[config.mk]
export PLATFORM = sky130hd
export DESIGN_NAME = seq_det_ctrl_flat
export DESIGN_NICKNAME = d
export VERILOG_FILES = /design/src/rtl/seq_det_ctrl_pkg.sv /design/src/rtl/seq_det_ctrl_if.sv /design/src/rtl/seq_det_ctrl_piso.sv /design/src/rtl/seq_det_ctrl.sv /design/src/flat_wrapper.sv
export SDC_FILE = /design/constraint.sdc
export NUM_CORES = 1
export LEC_CHECK = 0
export CORE_ASPECT_RATIO = 0.5
export CORE_MARGIN = 5
export CORE_UTILIZATION = 43
export CTS_BUF_LIST = sky130_fd_sc_hd__clkbuf_4
export DETAILED_ROUTE_END_ITERATION = 8
export PLACE_DENSITY = 0.65
export SLEW_MARGIN = 30
export SYNTH_ARGS = -nofsm -noshare
export SYNTH_HDL_FRONTEND = slang
export SYNTH_SLANG_ARGS = --single-unit
[constraint.sdc]
create_clock -name i_clk -period 5.21 [get_ports i_clk]
set_input_delay 1.042 -clock i_clk [delete_from_list [all_inputs] [get_ports i_clk]]
set_output_delay 1.042 -clock i_clk [all_outputs]
set_load 0.05 [all_outputs]
[src/rtl/seq_det_ctrl_pkg.sv]
// Shared state encoding and default widths for the seq_det_ctrl word-level controller.
`ifndef SEQ_DET_CTRL_BW_DATA
`define SEQ_DET_CTRL_BW_DATA 32
`endif
`ifndef SEQ_DET_CTRL_BW_CNT
`define SEQ_DET_CTRL_BW_CNT 6
`endif

package seq_det_ctrl_pkg;

    typedef enum logic [2:0] {
        IDLE  = 3'd0,
        CLR   = 3'd1,
        SHIFT = 3'd2,
        DRAIN = 3'd3,
        DONE  = 3'd4
    } state_t;

    localparam int DEF_BW_DATA = `SEQ_DET_CTRL_BW_DATA;
    localparam int DEF_BW_CNT  = `SEQ_DET_CTRL_BW_CNT;

    // Index counter width for a shifter of the given length (at least one bit).
    function automatic int idx_width(input int bw);
        if (bw > 1) begin
            idx_width = $clog2(bw);
        end else begin
            idx_width = 1;
        end
    endfunction

endpackage

[src/rtl/seq_det_ctrl_if.sv]
// Bus-side and detector-side signals of seq_det_ctrl; o_hitmap exists only with SEQ_DET_CTRL_HITMAP_EN.
interface seq_det_ctrl_if
    import seq_det_ctrl_pkg::*;
#(
    parameter int BW_DATA = DEF_BW_DATA,
    parameter int BW_CNT  = DEF_BW_CNT
);

    logic [BW_DATA-1:0] i_data;
    logic               i_valid;
    logic               o_ready;
    logic               o_seq;
    logic               o_det_rst;
    logic               i_det;
    logic [BW_CNT-1:0]  o_cnt;
    logic               o_done;
`ifdef SEQ_DET_CTRL_HITMAP_EN
    logic [BW_DATA-1:0] o_hitmap;

    modport master (
        output i_data, i_valid, i_det,
        input  o_ready, o_seq, o_det_rst, o_cnt, o_done, o_hitmap
    );

    modport slave (
        input  i_data, i_valid, i_det,
        output o_ready, o_seq, o_det_rst, o_cnt, o_done, o_hitmap
    );
`else
    modport master (
        output i_data, i_valid, i_det,
        input  o_ready, o_seq, o_det_rst, o_cnt, o_done
    );

    modport slave (
        input  i_data, i_valid, i_det,
        output o_ready, o_seq, o_det_rst, o_cnt, o_done
    );
`endif

endinterface

[src/rtl/seq_det_ctrl_piso.sv]
// Parallel-load, MSB-first shifter with a bit-index counter and a last-bit flag.
module seq_det_ctrl_piso
    import seq_det_ctrl_pkg::*;
#(
    parameter int BW_DATA = DEF_BW_DATA,
    localparam int IDX_W  = idx_width(BW_DATA)
) (
    input  logic               clk,
    input  logic               rst,
    input  logic               load,
    input  logic               shift,
    input  logic [BW_DATA-1:0] data,
    output logic               msb,
    output logic [IDX_W-1:0]   idx,
    output logic               last
);

    logic [BW_DATA-1:0] shreg_r;
    logic [IDX_W-1:0]   idx_r;

    // Shift register and bit index: load restarts the index at the first bit.
    always_ff @(posedge clk) begin
        if (rst) begin
            shreg_r <= '0;
            idx_r   <= '0;
        end else if (load) begin
            shreg_r <= data;
            idx_r   <= '0;
        end else if (shift) begin
            shreg_r <= shreg_r << 1;
            idx_r   <= idx_r + IDX_W'(1);
        end else begin
            shreg_r <= shreg_r;
            idx_r   <= idx_r;
        end
    end

    assign msb  = shreg_r[BW_DATA-1];
    assign idx  = idx_r;
    assign last = (idx_r == IDX_W'(BW_DATA - 1));

endmodule

[src/rtl/seq_det_ctrl.sv]
// Word-level controller for a bit-serial Moore detector: load, clear, shift MSB-first, count hits.
// Optional per-bit hit bitmap output enabled with SEQ_DET_CTRL_HITMAP_EN.
module seq_det_ctrl
    import seq_det_ctrl_pkg::*;
#(
    parameter int BW_DATA = DEF_BW_DATA,
    parameter int BW_CNT  = DEF_BW_CNT
) (
    input  logic           i_clk,
    input  logic           i_rst,
    seq_det_ctrl_if.slave  bus
);

    localparam int IDX_W = idx_width(BW_DATA);

    state_t             state_r;
    state_t             state_s;
    logic [BW_CNT-1:0]  acc_r;
    logic [BW_CNT-1:0]  acc_s;
    logic [BW_CNT-1:0]  cnt_r;
    logic               ready_r;
    logic               done_r;
    logic               load_s;
    logic               shift_s;
    logic               sample_s;
    logic               msb_s;
    logic               last_s;
    logic [IDX_W-1:0]   idx_s;
`ifdef SEQ_DET_CTRL_HITMAP_EN
    logic [BW_DATA-1:0] hmap_acc_r;
    logic [BW_DATA-1:0] hmap_acc_s;
    logic [BW_DATA-1:0] hmap_r;
`endif

    function automatic logic [BW_CNT-1:0] sat_inc(input logic [BW_CNT-1:0] v);
        if (v == {BW_CNT{1'b1}}) begin
            sat_inc = v;
        end else begin
            sat_inc = v + BW_CNT'(1);
        end
    endfunction

    seq_det_ctrl_piso #(
        .BW_DATA (BW_DATA)
    ) u_piso (
        .clk   (i_clk),
        .rst   (i_rst),
        .load  (load_s),
        .shift (shift_s),
        .data  (bus.i_data),
        .msb   (msb_s),
        .idx   (idx_s),
        .last  (last_s)
    );

    // Next state and per-cycle strobes; the detector lags by one bit, so the first SHIFT sample is skipped.
    always_comb begin
        state_s  = state_r;
        load_s   = 1'b0;
        shift_s  = 1'b0;
        sample_s = 1'b0;
        case (state_r)
            IDLE: begin
                if (bus.i_valid && ready_r) begin
                    load_s  = 1'b1;
                    state_s = CLR;
                end else begin
                    state_s = IDLE;
                end
            end
            CLR: begin
                state_s = SHIFT;
            end
            SHIFT: begin
                shift_s  = 1'b1;
                sample_s = (idx_s != '0);
                if (last_s) begin
                    state_s = DRAIN;
                end else begin
                    state_s = SHIFT;
                end
            end
            DRAIN: begin
                sample_s = 1'b1;
                state_s  = DONE;
            end
            DONE: begin
                state_s = IDLE;
            end
            default: begin
                state_s = IDLE;
            end
        endcase
    end

    // Hit accumulator update, cleared when a new word is accepted.
    always_comb begin
        acc_s = acc_r;
        if (load_s) begin
            acc_s = '0;
        end else if (sample_s && bus.i_det) begin
            acc_s = sat_inc(acc_r);
        end else begin
            acc_s = acc_r;
        end
    end

    // State, accumulator and registered handshake/result outputs.
    always_ff @(posedge i_clk) begin
        if (i_rst) begin
            state_r <= IDLE;
            acc_r   <= '0;
            cnt_r   <= '0;
            ready_r <= 1'b1;
            done_r  <= 1'b0;
        end else begin
            state_r <= state_s;
            acc_r   <= acc_s;
            ready_r <= (state_s == IDLE);
            done_r  <= (state_s == DONE);
            if (state_r == DRAIN) begin
                cnt_r <= acc_s;
            end else begin
                cnt_r <= cnt_r;
            end
        end
    end

`ifdef SEQ_DET_CTRL_HITMAP_EN
    // Hitmap accumulator: each sample enters at the LSB, so the first serial bit ends up at the MSB.
    always_comb begin
        hmap_acc_s = hmap_acc_r;
        if (load_s) begin
            hmap_acc_s = '0;
        end else if (sample_s) begin
            hmap_acc_s = {hmap_acc_r[BW_DATA-2:0], bus.i_det};
        end else begin
            hmap_acc_s = hmap_acc_r;
        end
    end

    // Hitmap registers, published together with o_cnt.
    always_ff @(posedge i_clk) begin
        if (i_rst) begin
            hmap_acc_r <= '0;
            hmap_r     <= '0;
        end else begin
            hmap_acc_r <= hmap_acc_s;
            if (state_r == DRAIN) begin
                hmap_r <= hmap_acc_s;
            end else begin
                hmap_r <= hmap_r;
            end
        end
    end

    assign bus.o_hitmap = hmap_r;
`endif

    assign bus.o_ready   = ready_r;
    assign bus.o_done    = done_r;
    assign bus.o_cnt     = cnt_r;
    assign bus.o_seq     = (state_r == SHIFT) ? msb_s : 1'b0;
    assign bus.o_det_rst = i_rst | (state_r == CLR);

endmodule
[src/flat_wrapper.sv]
// flat-port wrapper written by rule: the top's interface ports become plain ports
module seq_det_ctrl_flat import seq_det_ctrl_pkg::*;
#(
    parameter int BW_DATA = DEF_BW_DATA,
    parameter int BW_CNT  = DEF_BW_CNT
)
  (i_clk, i_rst, bus_i_data, bus_i_valid, bus_i_det, bus_o_ready, bus_o_seq, bus_o_det_rst, bus_o_cnt, bus_o_done);
  seq_det_ctrl_if #(.BW_DATA(BW_DATA), .BW_CNT(BW_CNT)) bus_i ();
  input  logic i_clk;
  input  logic i_rst;
  input wire logic [$bits(bus_i.i_data)-1:0] bus_i_data;
  input wire logic [$bits(bus_i.i_valid)-1:0] bus_i_valid;
  input wire logic [$bits(bus_i.i_det)-1:0] bus_i_det;
  output wire logic [$bits(bus_i.o_ready)-1:0] bus_o_ready;
  output wire logic [$bits(bus_i.o_seq)-1:0] bus_o_seq;
  output wire logic [$bits(bus_i.o_det_rst)-1:0] bus_o_det_rst;
  output wire logic [$bits(bus_i.o_cnt)-1:0] bus_o_cnt;
  output wire logic [$bits(bus_i.o_done)-1:0] bus_o_done;
  assign bus_i.i_data = bus_i_data;
  assign bus_i.i_valid = bus_i_valid;
  assign bus_i.i_det = bus_i_det;
  assign bus_o_ready = bus_i.o_ready;
  assign bus_o_seq = bus_i.o_seq;
  assign bus_o_det_rst = bus_i.o_det_rst;
  assign bus_o_cnt = bus_i.o_cnt;
  assign bus_o_done = bus_i.o_done;
  seq_det_ctrl #(.BW_DATA(BW_DATA), .BW_CNT(BW_CNT)) u_core (.i_clk(i_clk), .i_rst(i_rst), .bus(bus_i));
endmodule
==> results of run 1 <==
-- registers in the layout, summed over array words and instances, names as in the netlist --
register and count:
u_core.bus.o_ready 1, u_core.state_r 3, u_core.u_piso.idx 5, u_core.bus.o_cnt 6, u_core.acc_r 6, u_core.bus.o_done 1, u_core.u_piso.shreg_r 32
-- stage by stage --
step	setup WS, ps	instance area (um^2)	util
after floorplan	2197	2421	-
after global placement	1704	2893	0.5291
after detailed placement	1697	2893	0.5291
after CTS	1697	2970	0.5432
after global routing	1690	2970	0.5432
final	1708	2970	0.5432
-- synthesized netlist by cell type (4+ instances only) --
master    instances
a21oi_1          11
a311oi_1         30
and3_1            4
buf_1             4
clkbuf_1         15
dfxtp_1          54
ha_1              4
nand2_1          68
nand3_1           4
nor2_1           45
nor3_1            6
nor4_1            4
-- power by group through the flow --
stage               Combinational [mW]  Sequential, mW  Clock [mW]
finish                           0.209           0.495       0.230
floorplan                        0.143           0.508           0
detailed placement               0.210           0.503           0
global route                     0.234           0.501       0.253
CTS                              0.211           0.494       0.239
global placement                 0.207           0.502           0
-- path summary, 6_finish.rpt --
check,start,to
worst max register to register,u_core.state_r[2]$_SDFF_PP0_,u_core.bus.o_ready$_SDFF_PP1_
worst min register to register,u_core.u_piso.shreg_r[0]$_SDFFE_PP0P_,u_core.u_piso.shreg_r[0]$_SDFFE_PP0P_
worst max-delay path,i_rst,bus_o_det_rst
worst min-delay path,u_core.u_piso.shreg_r[0]$_SDFFE_PP0P_,u_core.u_piso.shreg_r[0]$_SDFFE_PP0P_
-- per-layer routing --
layer,global-route usage,part of all wire
met1,0.1902,0.48
met2,0.2507,0.47
met3,0.03537,0.040
met4,0.03763,0.0085
met5,0,0
-- worst max-delay path: stages --
cell             delay, ps
clkdlybuf4s50_1        520
a21o_1                 100
clkdlybuf4s50_1        790
-- logic make-up (layout without fill, tap and decap cells) --
family	Yosys count	in the layout
AOI/OAI and AO/OA	54	54
xor gates and xnor gates	4	4
adders and majority gates	4	4
buffers and inverters	26	59
DFF	54	54
and+or+nand+nor	152	152
-- cell type report --
class	count	area, um^2	share of cell area
Inverter	3	11.26	0.003791
Sequential cell	54	1081	0.3639
Timing Repair Buffer	48	473.0	0.1592
Multi-Input combinational cell	214	1236	0.4162
Clock buffer	5	37.54	0.01264
Tap cell	73	91.34	0.03075
Clock inverter	3	40.04	0.01348
==> flow_metrics.env, run 1 <==
export IMPL_hpwlAfterDp_um=3458
export IMPL_p_seq_frac=0.530
export IMPL_fp_dieH_um=63.06
export IMPL_grt_max_degree=52
export IMPL_via_per_inst=5.403
export IMPL_gp_congestion=0.8072
export IMPL_grt_pass1_wl_um=9135
export IMPL_seq_area_frac_synth=0.4465
export IMPL_vias=2161
export IMPL_yosysTopAreaCellShare=0.4465
export IMPL_ys_warn_count=0
export IMPL_synth_simple_area_share=0.2879
export IMPL_post_place_cells=392
export IMPL_synthToLayoutAreaGrowth_pct=22.69
export IMPL_clock_sinks=54
export IMPL_firstDrtPassIters=4
export IMPL_max_clock_path_buffers=2
export IMPL_max_freq_ghz=0.2855
export IMPL_initial_utilization=0.4428
export IMPL_combinationalPowerShare=0.224
export IMPL_cts_setup_buffers=0
export IMPL_worstHoldPathCells=2
export IMPL_synth_xor_area_share=0.01447
export IMPL_routedWlPerCell_um=13.24
export IMPL_layout_commonest_cell="nand2_1"
export IMPL_drc_errors=0
export IMPL_gr_total_overflow=0
export IMPL_ys_flop_type="dfxtp_1"
export IMPL_crit_type="input pin to output port"
export IMPL_worstSetupEndpointType="output port"
export IMPL_layout_drive_gt1_share=0.06422
export IMPL_clk_pin_slew_worst_paths_ps=150
export IMPL_mappedNetlistArea_um2=2421
export IMPL_clock_latency_ps=360
export IMPL_whs_ps=481.6
export IMPL_first_global_vias=2107
export IMPL_rows=19
export IMPL_h_tree_depth=2
export IMPL_p_total_uw=933.5
export IMPL_p_per_area_nw_per_um2=314.3
export IMPL_num_nets_final=366
export IMPL_synth_cell_types=41
export IMPL_finalHoldViolCount=0
export IMPL_first_iter_violations=165
export IMPL_cp_arrival_ps=2460
export IMPL_finalNonFillerCells=400
export IMPL_ys_seq_elements=54
export IMPL_grt_setup_unrepaired="no"
export IMPL_routed_wl_um=5296
export IMPL_ant_nets=0
export IMPL_ctsResizeCount=0
export IMPL_port_buffers=45
export IMPL_most_common_layout_cells="nand2_1, dfxtp_1, nor2_1, clkdlybuf4s50_1, a311oi_1"
export IMPL_status="finished, final reports clean"
export IMPL_clockPowerShare=0.246
export IMPL_core_area_um2=5468
export IMPL_synth_cells=294
export IMPL_pin_count=46
export IMPL_cts_hold_buf=0
export IMPL_leakagePower_nw=1.025
export IMPL_regToRegSetupSlack_ps=3240
export IMPL_p_int_uw=650.9
export IMPL_slew_violations=0
export IMPL_setup_viol=0
export IMPL_track_usage=0.1483
export IMPL_syn_avg_cell_area_um2=8.235
export IMPL_hold_path_class="flop to flop"
export IMPL_worstPathRequired_ps=4170
export IMPL_synthAdderAreaFrac=0.02067
export IMPL_swShare=0.3028
export IMPL_synthMuxAreaShare=0
export IMPL_finalCritPeriodShare=0.6723
export IMPL_synth_compound_area_frac=0.1855
export IMPL_path_max_fanout=2
export IMPL_reg2reg_depth=5
export IMPL_syn_num_nets=334
export IMPL_die_area_um2=7322
export IMPL_maxCapViolations=0
export IMPL_synth_area_leaders="dfxtp_1, a311oi_1, nand2_1"
export IMPL_die_x_um=116.1
export IMPL_skew_ps=6.789
export IMPL_cts_buffers=5
export IMPL_irDropWorstVdd_uv=160.5
export IMPL_worst_pin_slew_ps=678.2
export IMPL_power_switching_uw=282.7
export IMPL_layout_min_cycle_time_ps=3502
export IMPL_synth_edff_count=0
export IMPL_max_slew_margin=0.5479
export IMPL_fillers=526
export IMPL_cts_root_buf="clkbuf_4"
export IMPL_tns_ps=0
export IMPL_synthArstFlopShare=0
export IMPL_cts_tree="done"
export IMPL_synth_top_area_cell="dfxtp_1"
export IMPL_start_kind="input pin"
export IMPL_synth_top_family_by_area="simple AND/OR/NAND/NOR gates"
export IMPL_antenna_found_initial=0
export IMPL_diodes=0
(Power assumes the default switching activity.)
==> run 2: changes to the inputs <==
--- a/config.mk
+++ b/config.mk
@@ -10,7 +10,7 @@
 export CORE_UTILIZATION = 43
 export CTS_BUF_LIST = sky130_fd_sc_hd__clkbuf_4
 export DETAILED_ROUTE_END_ITERATION = 8
-export PLACE_DENSITY = 0.65
+export PLACE_DENSITY = 0.68
 export SLEW_MARGIN = 30
 export SYNTH_ARGS = -nofsm -noshare
 export SYNTH_HDL_FRONTEND = slang
==> constraint.sdc (replaced) <==
create_clock -name i_clk -period 3.2 [get_ports i_clk]
set_input_delay 0.64 -clock i_clk [delete_from_list [all_inputs] [get_ports i_clk]]
set_output_delay 0.64 -clock i_clk [all_outputs]
set_load 0.05 [all_outputs]
==> run 2 against run 1 <==
Against the previous run:
- count of clock-buffer cells in the layout up 1
- sequential power up 63%
- final cell count up 0.25%
- sequential cell count unchanged
==> flow_metrics.env, run 2 (synthesized netlist as in run 1, its figures left out) <==
export IMPL_status="finished, final reports clean"
export IMPL_p_seq_frac=0.560
export IMPL_p_int_uw=992.7
export IMPL_rows=19
export IMPL_firstDrtPassIters=4
export IMPL_layout_commonest_cell="nand2_1"
export IMPL_worstPathRequired_ps=2560
export IMPL_worstSetupEndpointType="output port"
export IMPL_skew_ps=9.592
export IMPL_largest_reg_flops=32
export IMPL_irDropWorstVdd_uv=236.3
export IMPL_maxCapViolations=0
export IMPL_die_area_um2=7322
export IMPL_routed_wl_um=5174
export IMPL_layout_min_cycle_time_ps=2638
export IMPL_finalCritPeriodShare=0.8243
export IMPL_clock_sinks=54
export IMPL_path_max_fanout=7
export IMPL_combinationalPowerShare=0.239
export IMPL_most_common_layout_cells="nand2_1, dfxtp_1, nor2_1"
export IMPL_port_buffers=45
export IMPL_cts_tree="done"
export IMPL_initial_utilization=0.4428
export IMPL_clockPowerShare=0.201
export IMPL_first_global_vias=2004
export IMPL_routedWlPerCell_um=12.90
export IMPL_cts_buffers=5
export IMPL_cts_hold_buf=0
export IMPL_track_usage=0.1467
export IMPL_hpwlAfterDp_um=3458
export IMPL_via_per_inst=5.347
export IMPL_pin_count=46
export IMPL_first_iter_violations=113
export IMPL_drc_errors=0
export IMPL_antenna_found_initial=0
export IMPL_worst_pin_slew_ps=679.6
export IMPL_clk_pin_slew_worst_paths_ps=140
export IMPL_cp_arrival_ps=2000
export IMPL_die_x_um=116.1
export IMPL_grt_pass1_wl_um=8845
export IMPL_cts_root_buf="clkbuf_4"
export IMPL_tns_ps=0
export IMPL_h_tree_depth=2
export IMPL_swShare=0.3101
export IMPL_vias=2144
export IMPL_synthToLayoutAreaGrowth_pct=22.43
export IMPL_slew_violations=0
export IMPL_clock_latency_ps=360
export IMPL_max_freq_ghz=0.3791
export IMPL_ctsResizeCount=0
export IMPL_max_clock_path_buffers=2
export IMPL_grt_setup_unrepaired="no"
export IMPL_gp_congestion=0.8765
export IMPL_core_area_um2=5468
export IMPL_fp_dieH_um=63.06
export IMPL_setup_viol=0
export IMPL_p_per_area_nw_per_um2=485.5
export IMPL_grt_max_degree=63
export IMPL_ant_nets=0
export IMPL_gr_total_overflow=0
export IMPL_start_kind="flop"
export IMPL_layout_drive_gt1_share=0.06707
export IMPL_postLayoutCoreUtil=0.5421
export IMPL_power_switching_uw=446.2
export IMPL_hold_path_class="flop to flop"
export IMPL_num_nets_final=367
export IMPL_cts_setup_buffers=0
export IMPL_leakagePower_nw=1.023
export IMPL_top_register="u_core.u_piso.shreg_r"
export IMPL_finalHoldViolCount=0
export IMPL_max_slew_margin=0.5469
export IMPL_crit_type="flop to output port"
export IMPL_diodes=0
[run 2: path summary, 6_finish.rpt]
| kind | cells after the start | start | to | slack (ps) |
|---|---|---|---|---|
| worst max-delay path | 3 | u_core.state_r[1]$_SDFF_PP0_ | bus_o_seq | 560 |
| worst max register to register | 6 | u_core.u_piso.idx[0]$_SDFFE_PP0P_ | u_core.bus.o_cnt[1]$_SDFFE_PP0N_ | 1430 |
| worst min register to register | 2 | u_core.u_piso.shreg_r[0]$_SDFFE_PP0P_ | u_core.u_piso.shreg_r[0]$_SDFFE_PP0P_ | 480 |
| worst min-delay path | 2 | u_core.u_piso.shreg_r[0]$_SDFFE_PP0P_ | u_core.u_piso.shreg_r[0]$_SDFFE_PP0P_ | 480 |
[run 2: layer usage]
layer | share of wire | GRT usage
met1 | 0.47 | 0.1912
met2 | 0.48 | 0.2414
met3 | 0.036 | 0.03633
met4 | 0.0097 | 0.04197
met5 | 0 | 0
[run 2: cell type report]
cell class | count | area (um^2)
well taps | 73 | 91.34
fillers | 509 | 2504
repair buffers | 49 | 490.5
clock inverters | 2 | 8.758
clock buffers | 6 | 45.04
inverters | 3 | 11.26
flip-flops and latches | 54 | 1081
multi-input cells | 214 | 1236
[run 2: through the flow]
step	total power [mW]	hold WS [ps]	setup WS, ps	area, um^2	std cells
floorplan	1.059	444.0	991.3	2421	294
global route	1.533	508.0	425.8	2964	401
CTS	1.457	488.2	521.1	2964	401
global placement	1.157	458.5	967.7	2910	393
detailed placement	1.165	468.4	942.8	2910	393
finish	1.439	483.7	562.2	2964	401
[run 2: worst max-delay path: stages (launching register included)]
cell	delay, ps
dfxtp_1	460
nor3b_2	230
and2_1	160
clkdlybuf4s50_1	800
[run 2: power by group through the flow]
stage | sequential, mW | combinational [mW] | clock, mW
finish | 0.806 | 0.344 | 0.289
global route | 0.817 | 0.383 | 0.333
CTS | 0.806 | 0.347 | 0.304
detailed placement | 0.820 | 0.345 | 0
global placement | 0.817 | 0.341 | 0
floorplan | 0.827 | 0.232 | 0
